`src/rtl/jtag_scan_seq_if.sv`:
```
// Command/response bundle between a scan requester and jtag_scan_seq.
// Signal suffixes are named from the sequencer's point of view.
interface jtag_scan_seq_if #(
   parameter int MAX_LEN = 64
);
   logic               cmd_valid_i;
   logic               cmd_ready_o;
   logic               cmd_ir_i;
   logic [6:0]         cmd_len_i;
   logic [MAX_LEN-1:0] cmd_data_i;
   logic               rsp_valid_o;
   logic               rsp_ready_i;
   logic [MAX_LEN-1:0] rsp_data_o;

   modport master (
      output cmd_valid_i, cmd_ir_i, cmd_len_i, cmd_data_i,
      output rsp_ready_i,
      input  cmd_ready_o, rsp_valid_o, rsp_data_o
   );

   modport slave (
      input  cmd_valid_i, cmd_ir_i, cmd_len_i, cmd_data_i,
      input  rsp_ready_i,
      output cmd_ready_o, rsp_valid_o, rsp_data_o
   );
endinterface

```
`src/rtl/jtag_scan_seq.sv`:
```
// JTAG scan sequencer: turns IR/DR scan commands into TCK/TMS/TDI slots
// and returns captured TDO; the TAP is parked in Run-Test/Idle between scans.
module jtag_scan_seq #(
   parameter int CLK_DIV = 2,
   parameter int MAX_LEN = 64
) (
   input  logic           clk_i,
   input  logic           rst_i,
   jtag_scan_seq_if.slave bus,
   output logic           busy_o,
   output logic           jtag_tck_o,
   output logic           jtag_tms_o,
   output logic           jtag_tdi_o,
   input  logic           jtag_tdo_i,
   output logic           jtag_trst_no
);
   localparam int LW = (MAX_LEN > 1) ? $clog2(MAX_LEN) : 1;
   localparam int PW = $clog2(2 * CLK_DIV) + 1;
   localparam logic [PW-1:0] PH_RISE = PW'(CLK_DIV - 1);
   localparam logic [PW-1:0] PH_END  = PW'(2 * CLK_DIV - 1);
   localparam logic [6:0]    LEN_MAX = 7'(MAX_LEN);

   typedef enum logic [2:0] {
      S_TRST, S_IDLE, S_PRE, S_SHIFT, S_UPD, S_FIN, S_RESP
   } state_e;

   state_e             st_q;
   logic [PW-1:0]      ph_q;
   logic [6:0]         slot_q;
   logic [6:0]         len_q;
   logic               ir_q;
   logic               rstcmd_q;
   logic [MAX_LEN-1:0] data_q;
   logic [MAX_LEN-1:0] cap_q;
   logic [MAX_LEN-1:0] rsp_data_q;
   logic               tck_q, tms_q, tdi_q, trst_q;
   logic               rdy_q, rvld_q;

   state_e     nst_d;
   logic [6:0] nslot_d;
   logic [6:0] last_slot;
   logic [6:0] len_clamp;
   logic       ntms_d, ntdi_d;

   assign len_clamp = (bus.cmd_len_i > LEN_MAX) ? LEN_MAX : bus.cmd_len_i;

   // Where the engine goes at the end of the current slot.
   always_comb begin
      last_slot = 7'd0;
      nst_d     = st_q;
      nslot_d   = slot_q + 7'd1;
      unique case (st_q)
         S_TRST:  last_slot = 7'd5;
         S_PRE:   last_slot = ir_q ? 7'd3 : 7'd2;
         S_SHIFT: last_slot = len_q - 7'd1;
         S_UPD:   last_slot = 7'd1;
         default: last_slot = 7'd0;
      endcase
      if (slot_q == last_slot) begin
         nslot_d = 7'd0;
         unique case (st_q)
            S_TRST:  nst_d = rstcmd_q ? S_FIN : S_IDLE;
            S_PRE:   nst_d = S_SHIFT;
            S_SHIFT: nst_d = S_UPD;
            S_UPD:   nst_d = S_FIN;
            default: nst_d = st_q;
         endcase
      end
      unique case (nst_d)
         S_TRST:  ntms_d = (nslot_d < 7'd5);
         S_PRE:   ntms_d = (nslot_d == 7'd0) ||
                           (ir_q && nslot_d == 7'd1);
         S_SHIFT: ntms_d = (nslot_d == len_q - 7'd1);
         S_UPD:   ntms_d = (nslot_d == 7'd0);
         default: ntms_d = 1'b0;
      endcase
      ntdi_d = (nst_d == S_SHIFT) ? data_q[nslot_d[LW-1:0]] : 1'b0;
   end

   always_ff @(posedge clk_i) begin
      if (rst_i) begin
         st_q       <= S_TRST;
         ph_q       <= '0;
         slot_q     <= '0;
         len_q      <= '0;
         ir_q       <= 1'b0;
         rstcmd_q   <= 1'b0;
         data_q     <= '0;
         cap_q      <= '0;
         rsp_data_q <= '0;
         tck_q      <= 1'b0;
         tms_q      <= 1'b1;
         tdi_q      <= 1'b0;
         trst_q     <= 1'b0;
         rdy_q      <= 1'b0;
         rvld_q     <= 1'b0;
      end else begin
         trst_q <= 1'b1;
         unique case (st_q)
            S_IDLE: begin
               if (bus.cmd_valid_i && rdy_q) begin
                  rdy_q    <= 1'b0;
                  len_q    <= len_clamp;
                  ir_q     <= bus.cmd_ir_i;
                  data_q   <= bus.cmd_data_i;
                  rstcmd_q <= (bus.cmd_len_i == 7'd0);
                  cap_q    <= '0;
                  slot_q   <= '0;
                  ph_q     <= '0;
                  tms_q    <= 1'b1;
                  tdi_q    <= 1'b0;
                  st_q     <= (bus.cmd_len_i == 7'd0) ? S_TRST : S_PRE;
               end
            end
            S_FIN: begin
               rsp_data_q <= cap_q;
               rvld_q     <= 1'b1;
               st_q       <= S_RESP;
            end
            S_RESP: begin
               if (bus.rsp_ready_i) begin
                  rvld_q <= 1'b0;
                  rdy_q  <= 1'b1;
                  st_q   <= S_IDLE;
               end
            end
            default: begin
               if (ph_q == PH_END) begin
                  ph_q   <= '0;
                  tck_q  <= 1'b0;
                  slot_q <= nslot_d;
                  st_q   <= nst_d;
                  tms_q  <= ntms_d;
                  tdi_q  <= ntdi_d;
                  if (nst_d == S_IDLE) rdy_q <= 1'b1;
               end else begin
                  ph_q <= ph_q + PW'(1);
                  // TDO is taken on the same clk edge that raises TCK.
                  if (ph_q == PH_RISE) begin
                     tck_q <= 1'b1;
                     if (st_q == S_SHIFT)
                        cap_q[slot_q[LW-1:0]] <= jtag_tdo_i;
                  end
               end
            end
         endcase
      end
   end

   assign bus.cmd_ready_o = rdy_q;
   assign bus.rsp_valid_o = rvld_q;
   assign bus.rsp_data_o  = rsp_data_q;
   assign busy_o          = (st_q != S_IDLE);
   assign jtag_tck_o      = tck_q;
   assign jtag_tms_o      = tms_q;
   assign jtag_tdi_o      = tdi_q;
   assign jtag_trst_no    = trst_q;
endmodule

```
`src/flat_wrapper.sv`:
```
// flat-port wrapper written by rule: the top's interface ports become plain ports
module jtag_scan_seq_flat 
#(
   parameter int CLK_DIV = 2,
   parameter int MAX_LEN = 64
)
  (clk_i, rst_i, busy_o, jtag_tck_o, jtag_tms_o, jtag_tdi_o, jtag_tdo_i, jtag_trst_no, bus_cmd_valid_i, bus_cmd_ir_i, bus_cmd_len_i, bus_cmd_data_i, bus_rsp_ready_i, bus_cmd_ready_o, bus_rsp_valid_o, bus_rsp_data_o);
  jtag_scan_seq_if #(.MAX_LEN(MAX_LEN)) bus_i ();
  input  logic clk_i;
  input  logic rst_i;
  output logic busy_o;
  output logic jtag_tck_o;
  output logic jtag_tms_o;
  output logic jtag_tdi_o;
  input  logic jtag_tdo_i;
  output logic jtag_trst_no;
  input wire logic [$bits(bus_i.cmd_valid_i)-1:0] bus_cmd_valid_i;
  input wire logic [$bits(bus_i.cmd_ir_i)-1:0] bus_cmd_ir_i;
  input wire logic [$bits(bus_i.cmd_len_i)-1:0] bus_cmd_len_i;
  input wire logic [$bits(bus_i.cmd_data_i)-1:0] bus_cmd_data_i;
  input wire logic [$bits(bus_i.rsp_ready_i)-1:0] bus_rsp_ready_i;
  output wire logic [$bits(bus_i.cmd_ready_o)-1:0] bus_cmd_ready_o;
  output wire logic [$bits(bus_i.rsp_valid_o)-1:0] bus_rsp_valid_o;
  output wire logic [$bits(bus_i.rsp_data_o)-1:0] bus_rsp_data_o;
  assign bus_i.cmd_valid_i = bus_cmd_valid_i;
  assign bus_i.cmd_ir_i = bus_cmd_ir_i;
  assign bus_i.cmd_len_i = bus_cmd_len_i;
  assign bus_i.cmd_data_i = bus_cmd_data_i;
  assign bus_i.rsp_ready_i = bus_rsp_ready_i;
  assign bus_cmd_ready_o = bus_i.cmd_ready_o;
  assign bus_rsp_valid_o = bus_i.rsp_valid_o;
  assign bus_rsp_data_o = bus_i.rsp_data_o;
  jtag_scan_seq #(.CLK_DIV(CLK_DIV), .MAX_LEN(MAX_LEN)) u_core (.clk_i(clk_i), .rst_i(rst_i), .bus(bus_i), .busy_o(busy_o), .jtag_tck_o(jtag_tck_o), .jtag_tms_o(jtag_tms_o), .jtag_tdi_o(jtag_tdi_o), .jtag_tdo_i(jtag_tdo_i), .jtag_trst_no(jtag_trst_no));
endmodule
```
`config.mk`:
```
export PLATFORM = sky130hd
export DESIGN_NAME = jtag_scan_seq_flat
export DESIGN_NICKNAME = d
export VERILOG_FILES = /design/src/rtl/jtag_scan_seq_if.sv /design/src/rtl/jtag_scan_seq.sv /design/src/flat_wrapper.sv
export SDC_FILE = /design/constraint.sdc
export NUM_CORES = 1
export LEC_CHECK = 0
export CORE_MARGIN = 2
export CORE_UTILIZATION = 23
export CTS_BUF_LIST = sky130_fd_sc_hd__clkbuf_8
export CTS_CLUSTER_DIAMETER = 150
export DETAILED_ROUTE_END_ITERATION = 6
export PLACE_DENSITY = 0.49
export SYNTH_ARGS = -nofsm -noshare
export SYNTH_HDL_FRONTEND = slang
export SYNTH_SLANG_ARGS = --single-unit
export TNS_END_PERCENT = 5
```
`constraint.sdc`:
```
create_clock -name clk_i -period 3.3 [get_ports clk_i]
set_input_delay 0.825 -clock clk_i [delete_from_list [all_inputs] [get_ports clk_i]]
set_output_delay 0.825 -clock clk_i [all_outputs]
set_load 0.01 [all_outputs]
```
# After elaboration in Yosys (flattened, before gate mapping)
# Index checks and enable logic that the tools add are counted.
# word_totals
regBits	220
in_bits	77
output_inout_bits	71
wordCells	116
# classes
add_sub_neg	3
order_cmp	5
n_eq_ne	19
mux	45
bitwise	3
n_reduce_logical	26
# op_table
op	count
$mux W64	4
$pmux W64 S2	1
$bwmux W64	1
$mux W7	4
$pmux W7 S4	1
$mux W3	7
$eq A3 B2 Y1 const B	5
$mux W1	15
$eq A7 B7 Y1	2
$logic_not A7 Y1	2
$lt A6 B7 Y1 const B	2
$pmux W7 S2	1
$eq A3 B3 Y1 const B	4
$pmux W3 S4	1
$reduce_and A5 Y1	2
$reduce_bool A2 Y1	5
$eq A3 B1 Y1 const B	3
$pmux W3 S3	1
$reduce_and A2 Y1	4
$add A7 B1 Y7 const B	1
$eq A7 B1 Y1 const B	1
$gt A7 B7 Y1 const B	1
$lt A7 B3 Y1 const B	1
$sub A7 B1 Y7 const B	1
21 further kinds	31

# Longest topological paths before layout
# depth
ltp_word	10
mapped_depth	13
depth_no_buf	11

# Worst setup path after synthesis
# OpenSTA, ideal clock, no wires.
# synth_timing
path_kind	reg-to-reg
start	register u_core.slot_q[1]
end	register u_core.tdi_q (netlist: u_core.jtag_tdi_o)
setup_time_ns	0.122
t_arrival_ns	2.810
required_time_ns	3.178
slack_ns	0.368
stages_incl_launch_ff	9
path_buffers	2
period_less_slack_ns	2.932
cell_sequence	dfxtp_1 ha_1 clkbuf_1 buf_1 mux4_2 a2111oi_0 a21oi_1 a211oi_1 o31ai_2
# synth_between
elab_chain_len	7
elab_cells_between_ends	10
classes_between	1 x add/sub; 2 x eq/ne; 7 x mux
# synth_lines
item	line	source
start: declaration	jtag_scan_seq.sv:29	logic [6:0] slot_q;
start signal: assignment	jtag_scan_seq.sv:131	slot_q <= nslot_d;
$add A7 B1 Y7 / $eq A7 B7 Y1 (equally long branches)	jtag_scan_seq.sv:51, jtag_scan_seq.sv:59	
$mux W7	jtag_scan_seq.sv:59	if (slot_q == last_slot) begin
$bmux W1 S6	jtag_scan_seq.sv:77	ntdi_d = (nst_d == S_SHIFT) ? data_q[nslot_d[LW-1:0]] : 1'b0;
$mux W1 (not written as such)	jtag_scan_seq.sv:77	
$mux W1 (*)	jtag_scan_seq.sv:77	
$mux W1 (*)	jtag_scan_seq.sv:128	if (ph_q == PH_END) begin
$pmux W1 S2 (*)	jtag_scan_seq.sv:99	unique case (st_q)
end signal: assignment	jtag_scan_seq.sv:134	tdi_q <= ntdi_d;
end: declaration	jtag_scan_seq.sv:36	logic tck_q, tms_q, tdi_q, trst_q;
# Every way passes the cells marked *; elsewhere a longest branch is shown, timed or not. The select of a mux whose other input is x is not followed.
# A chain may end at the register's enable or synchronous reset.

# Worst setup path in the final report
# layout_timing
start	register u_core.st_q[2]
end	output port busy_o
# layout_between
elab_chain_len	1
# layout_lines
item	line	source
start: declaration	jtag_scan_seq.sv:27	state_e st_q;
start signal: assignment	jtag_scan_seq.sv:112	st_q <= (bus.cmd_len_i == 7'd0) ? S_TRST : S_PRE;
start signal: assignment	jtag_scan_seq.sv:132	st_q <= nst_d;
$ne A3 B1 Y1	jtag_scan_seq.sv:153	assign busy_o = (st_q != S_IDLE);
end: declaration	flat_wrapper.sv:11	output logic busy_o;
# No other way between the ends.

==> results.txt <==
Max clock buf depth = 3
Worst vdd ir = 223 uV
Most frequent cells in the layout = nand2_1 (353), a21oi_1 (287), dfxtp_1 (219)
I/O pins = 148
Netlist Area Pre-Place = 9850 sq um
CP arrival = 2.35 ns
Placed cell area = 12000 sq um
RSZ-0062 raised after global routing = false
Core area = 42100 sq um
Required time worst endpoint = 2.47 ns
Hold crit path type = reg2reg
Tmin final = 3.18 ns
Global-route usage over all layers = 0.140
Crit Path Class = reg2out
First-pass GRT wire length = 49.3 mm
Post-synthesis adder-cell area fraction = 0.00508
CP Cell Sequence = clkinv_1 > and3_2 > inv_1 > clkdlybuf4s50_1
Switch share = 0.255
Fmax = 315 MHz
Clk_skew = 0.0229 ns
Period utilisation layout = 0.963
GPL Wtd Cong = 0.778
Syn avg cell area = 7.66 sq um
Total internal power = 4.20 mW
Die footprint = 44500 sq um
CP max FO = 18
Htree depth = 2
YS warnings = 0
Sequential share of power = 0.477
Max incr delay on CP = 0.57 ns
Post-synthesis simple-gate area fraction = 0.211
Yosys reg bits = 220
Final Setup Violations = 0
Height of the die = 211 um
Comb power frac = 0.077
Via Count = 9270
Post-route DRC = 0
Crit start category = register
Seq/Total Area, Yosys = 0.447
Die Width = 211 um
Commonest non-fill, non-tap cell in the layout = nand2_1
Outcome = finished, final reports clean
Antenna-violating nets left = 0
Initial antenna violation count = 1
Post-synthesis mux area share = 0.0394
Synth cell types = 64
Port buffer count = 147
CTS tree = built
Pwr dens = 440 nW/um^2
Largest net degree at the start of global routing = 83
Routed WL per cell = 15.7 um
CTS Sinks = 220
Setup Buffers After CTS = 0
Max-slew violations = 0
Worst-Skew Late Latency = 0.60 ns
Mapped Cells = 1286
Mapped Nets = 1367
Setup TNS = 0 ns
Final nets = 1497
Area grow syn2layout = 30.0%
DP HPWL = 20.4 mm
Slew HR = 0.433
Slowest CP cell = clkdlybuf4s50_1
Max_cap viols = 0
Post-synthesis xor/xnor area fraction = 0.0192
Most used DFF post-synth = dfxtp_1
Clock power share = 0.446
TritonRoute pass-1 iters = 5
Actual slew at the worst max-slew pin = 0.844 ns
CP Capture Type = output port
Compound-gate portion of the synthesized area = 0.231
DR iter-0 viols = 703
Root buffer cell = clkbuf_8
Starting density of the core = 0.234
Vias in the first global route = 8881
P_sw = 1.44 mW
CTS buffer count = 41
Total grt overflow = 0
Largest family of logic cells by synthesized area = compound AO/OA/AOI/OAI gates
Vias/cell = 4.67
Post-synth EDFFs = 0
Clock Pin Slew Worst Setup and Hold Paths = 0.06 ns
Rows = 75
Hold Vio Cnt, Final = 0
Layout cells sized above 1 = 0.0977
Leak pwr = 4.10 nW
Ys async rst share = 0
Post-route cell area = 12800 sq um
Post-Route WL = 31.2 mm
## state kept, by name, summed over array words and instances (netlist names), 3 cells and up
signal,flops
u_core.len_q,7
u_core.cap_q,64
u_core.st_q,3
u_core.data_q,64
u_core.ph_q,3
u_core.slot_q,7
u_core.bus.rsp_data_o,64
## final timing paths
check	start	cells after the start	endpoint	slack (ns)
min reg2reg	u_core.data_q[26]	2	u_core.data_q[26]	0.45
max reg2reg	u_core.len_q[0]	12	u_core.jtag_tms_o	0.24
min	u_core.data_q[26]	2	u_core.data_q[26]	0.45
max	u_core.st_q[2]	4	busy_o	0.12
## cell families after synthesis
logic type / after synthesis
fa+ha+maj: 4
compound gates: 416
mux: 21
xor+xnor: 20
flops: 220
simple gates: 484
buf+inv: 121
## power by group through the flow
stage | clock network (mW) | registers [mW] | logic [mW]
floorplan | 0 | 2.73 | 0.234
global placement | 0 | 2.75 | 0.436
detailed placement | 0 | 2.75 | 0.435
CTS | 2.61 | 2.69 | 0.438
global route | 2.73 | 2.69 | 0.476
finish | 2.52 | 2.69 | 0.435
## cells in the mapped netlist (3+ instances only)
cell / number / area, sq um
and3_1: 4 / 25.0
and3b_1: 4 / 35.0
o21ai_1: 4 / 20.0
nor2_1: 38 / 143
nand3b_1: 9 / 67.6
nor2b_1: 12 / 75.1
mux2i_1: 5 / 50.1
mux4_2: 14 / 315
clkbuf_1: 98 / 368
nand3_1: 14 / 70.1
inv_1: 10 / 37.5
nor3_1: 13 / 65.1
a31oi_1: 6 / 37.5
o22ai_1: 3 / 18.8
nand2_1: 354 / 1330
nand2b_1: 8 / 50.1
or3_1: 3 / 18.8
buf_1: 8 / 30.0
a211oi_1: 5 / 37.5
and2_0: 3 / 18.8
xnor2_1: 13 / 114
a22oi_1: 4 / 30.0
o21ai_0: 79 / 395
nor3b_1: 8 / 60.1
dfxtp_1: 220 / 4400
a21oi_1: 288 / 1440
xor2_1: 6 / 52.6
ha_1: 4 / 50.1
## per-stage QoR
| step | cells | total power [mW] | util | worst slack, ns | hold WS, ns |
|---|---|---|---|---|---|
| 5_1_grt | 1982 | 5.90 | 0.304 | 0.0218 | 0.466 |
| 6_report | 1983 | 5.64 | 0.304 | 0.123 | 0.450 |
| 3_3_place_gp | 1912 | 3.18 | 0.286 | 0.229 | 0.438 |
| 3_5_place_dp | 1912 | 3.18 | 0.286 | 0.186 | 0.443 |
| 2_1_floorplan | 1286 | 2.97 | - | 0.368 | 0.428 |
| 4_1_cts | 1982 | 5.73 | 0.304 | 0.109 | 0.451 |
## per-layer routing
layer  part of all wire  wire, um  up-vias  track usage
met2               0.45     14000      200        0.220
met4              0.023       712        0       0.0461
met3              0.062      1930       52       0.0370
met5                  0         0        -            0
li1                   -         -     4674            -
met1               0.46     14500     4344        0.187
## layout make-up
| type | instances | area [sq um] |
|---|---|---|
| clock inverters | 25 | 144 |
| clock buffers | 45 | 619 |
| repair buffers | 196 | 1900 |
| diodes | 1 | 2.50 |
| inverters | 12 | 45.0 |
| multi-input cells | 945 | 5010 |
| fillers | 4499 | 29300 |
| well taps | 539 | 674 |
| flip-flops and latches | 220 | 4410 |
## critical path, delay by kind of cell, from the launching register on
kind | cells | cell delay, ns
buf+inv | 3 | 0.98
flops | 1 | 0.53
simple gates | 1 | 0.25
## what timing repair did
action	4_1_cts	5_1_grt
endpoints found under the setup margin	1	1
gates resized for setup	1	1
pin swaps	0	0
hold buffers	0	0
(Power assumes the default switching activity.)
==> patch: new RTL, same flow settings <==
`MAX_LEN` is set to 64 in 3 places; all go to 32.
--- a/src/rtl/jtag_scan_seq_if.sv
+++ b/src/rtl/jtag_scan_seq_if.sv
@@ -2,5 +2,5 @@
 // Signal suffixes are named from the sequencer's point of view.
 interface jtag_scan_seq_if #(
-   parameter int MAX_LEN = 64
+   parameter int MAX_LEN = 32
 );
    logic               cmd_valid_i;
--- a/src/rtl/jtag_scan_seq.sv
+++ b/src/rtl/jtag_scan_seq.sv
@@ -3,5 +3,5 @@
 module jtag_scan_seq #(
    parameter int CLK_DIV = 2,
-   parameter int MAX_LEN = 64
+   parameter int MAX_LEN = 32
 ) (
    input  logic           clk_i,
--- a/src/flat_wrapper.sv
+++ b/src/flat_wrapper.sv
@@ -3,5 +3,5 @@
 #(
    parameter int CLK_DIV = 2,
-   parameter int MAX_LEN = 64
+   parameter int MAX_LEN = 32
 )
   (clk_i, rst_i, busy_o, jtag_tck_o, jtag_tms_o, jtag_tdi_o, jtag_tdo_i, jtag_trst_no, bus_cmd_valid_i, bus_cmd_ir_i, bus_cmd_len_i, bus_cmd_data_i, bus_rsp_ready_i, bus_cmd_ready_o, bus_rsp_valid_o, bus_rsp_data_o);
Ports: changed (resized bus_cmd_data_i and bus_rsp_data_o); port bits go from 148 to 84. The function was not compared with the original's and may differ.
==> patch against the original RTL <==
  * Critical path depth did not move
  * Register-to-register slack improved by 0.26 ns
  * Wire length fell by 45%
  * Via count fell by 41%
  * Total power fell by 36%
  * First-iteration DRC count fell by 60%
  * Sequential cell count fell by 96
  * Cell area fell by 42%
  * Sequential power fell by 42%
  * Fmax rose by 3.4%
  * Global-route usage fell by 1.1 points
  * Worst setup slack improved by 0.11 ns
  * Area after synthesis fell by 40%
  * Hold slack improved by 0.0020 ns
  * Critical endpoint unchanged
==> patch: results <==
group,metric,value,unit
sta,skew,0.0115,ns
global_routing,grt_pass1_vias,5170,
clock_network,cts-resized-gates,0,
global_routing,met3_usage,0.0306,
placement,dp.cells,1153,
detailed_routing,dr.pass1.iters,4,
detailed_routing,initialDrtViolationCount,284,
final_layout,nets,894,
final_layout,diodes,0,
power_and_ir_drop,power_leakage,2.49,nW
sta,hold_viol_final,0,
worst_setup_path,cp_max_fo,17,
yosys,synth.distinct_cells,59,
global_routing,grt_max_degree,89,
placement,dpl_cell_area,7090,um^2
worst_setup_path,regToRegEndpoint,"u_core.slot_q[6]$_SDFFE_PP0P_",
yosys,ys_seq_area_frac,0.419,
global_routing,grtUsageMet2,0.196,
worst_setup_path,r2r_slack,0.50,ns
global_routing,grtUsageMet1,0.181,
worst_setup_path,crit_end,"busy_o",
sta,worstMarginPinSlew,0.875,ns
detailed_routing,vias,5472,
worst_setup_path,startpoint,"u_core.st_q[0]$_SDFFE_PP0P_",
yosys,yosysWarnings,0,
worst_setup_path,path_delay_family,"flip-flops",
placement,gp_congestion,0.847,
final_layout,fillers,2735,
final_layout,drive_above_1_share,0.0819,
clock_network,clk-insertion-delay-late,0.46,ns
min_path,min_from,"u_core.cap_q[13]$_SDFFE_PP0P_",
worst_setup_path,r2r_cells,12,
yosys,syn_nets,836,
global_routing,antenna_found_initial,0,
placement,hpwl,11400,um
clock_network,htree_levels,4,
yosys,synth_common_cells,"180 x nand2_1, 148 x a21oi_1, 124 x dfxtp_1",
yosys,yosys-top-cells-area,"dfxtp_1 42%, a21oi_1 12%, nand2_1 11%, o21ai_0 4.1%, clkbuf_1 3.7%",
status,status,"completed",
worst_setup_path,max_stage_delay,0.73,ns
clock_network,cts_buffer_depth,2,
clock_network,cts_made_buffers,17,
worst_setup_path,worstPathArrival,2.25,ns
global_routing,grtUsageTotal,0.129,
power_and_ir_drop,irDropWorstVdd,0.175,mV
detailed_routing,viasPerCell,4.62,
worst_setup_path,crit_slowest_cell,"dfxtp_1",
sta,fmaxAchievable,0.326,GHz
clock_network,path_clk_slew,0.08,ns
placement,post-place-ws,0.410,ns
global_routing,grt_pass1_wl,27600,um
clock_network,root_buffer,"clkbuf_8",
yosys,syn_avg_cell_area,7.56,um^2
yosys,synth_top_area_frac,0.419,
detailed_routing,wl_per_cell,14.5,um
placement,io_buffers,83,
## patch: worst min path at each step
stage / to / slack (ns)
final: u_core.bus.rsp_data_o[13]$_SDFFE_PP0P_ / 0.45
after global routing: u_core.bus.rsp_data_o[10]$_SDFFE_PP0P_ / 0.47
after CTS: u_core.bus.rsp_data_o[15]$_SDFFE_PP0P_ / 0.45
after detailed placement: u_core.bus.rsp_data_o[15]$_SDFFE_PP0P_ / 0.44
after global placement: u_core.bus.rsp_data_o[10]$_SDFFE_PP0P_ / 0.44
after floorplan: u_core.bus.rsp_data_o[0]$_SDFFE_PP0P_ / 0.43
## patch: stage by stage
step                       util  hold WS, ns
final                     0.296        0.452
after global placement    0.281        0.439
after detailed placement  0.281        0.441
after CTS                 0.296        0.454
after floorplan               -        0.428
after global routing      0.296        0.468
## patch: worst reg2reg max path: cells and delay by family, from the launching register on
kind                       cells  cell delay (ns)
buffers and inverters          2             0.34
adders and majority gates      1             0.34
and+or+nand+nor                5             0.66
DFF                            1             0.49
AOI/OAI and AO/OA              4             0.84
## patch: per-layer routing
metal	part of all wire	vias up
met5	0	-
met4	0.012	0
met3	0.049	13
met2	0.44	127
met1	0.50	2519
li1	-	2813
## patch: power by group
| part | total (mW) | switching [mW] | internal (mW) |
|---|---|---|---|
| combinational | 0.681 | 0.389 | 0.292 |
| sequential | 1.57 | 0.0456 | 1.53 |
| clock | 1.35 | 0.679 | 0.670 |
| total | 3.60 | 1.11 | 2.49 |
## patch: kinds of logic (layout without fill, tap and decap cells)
kind of cell,count (synthesis),after routing,synth area share
AND/OR/NAND/NOR,295,295,0.220
AO/OA/AOI/OAI,243,243,0.227
flip-flops,124,124,0.419
buffers and inverters,82,153,0.0540
XOR/XNOR,18,18,0.0266
multiplexers,15,15,0.0384
adder cells (fa/ha/maj),7,7,0.0148
## patch: final cells by class
type                       count  area [um^2]  share of cell area
inverter                      16         60.1             0.00803
multi-input combinational    578         3130               0.419
timing repair buffer         105         1010               0.135
clock inverter                15          150              0.0201
tap                          330          413              0.0552
sequential                   124         2480               0.332
clock buffer                  17          234              0.0313
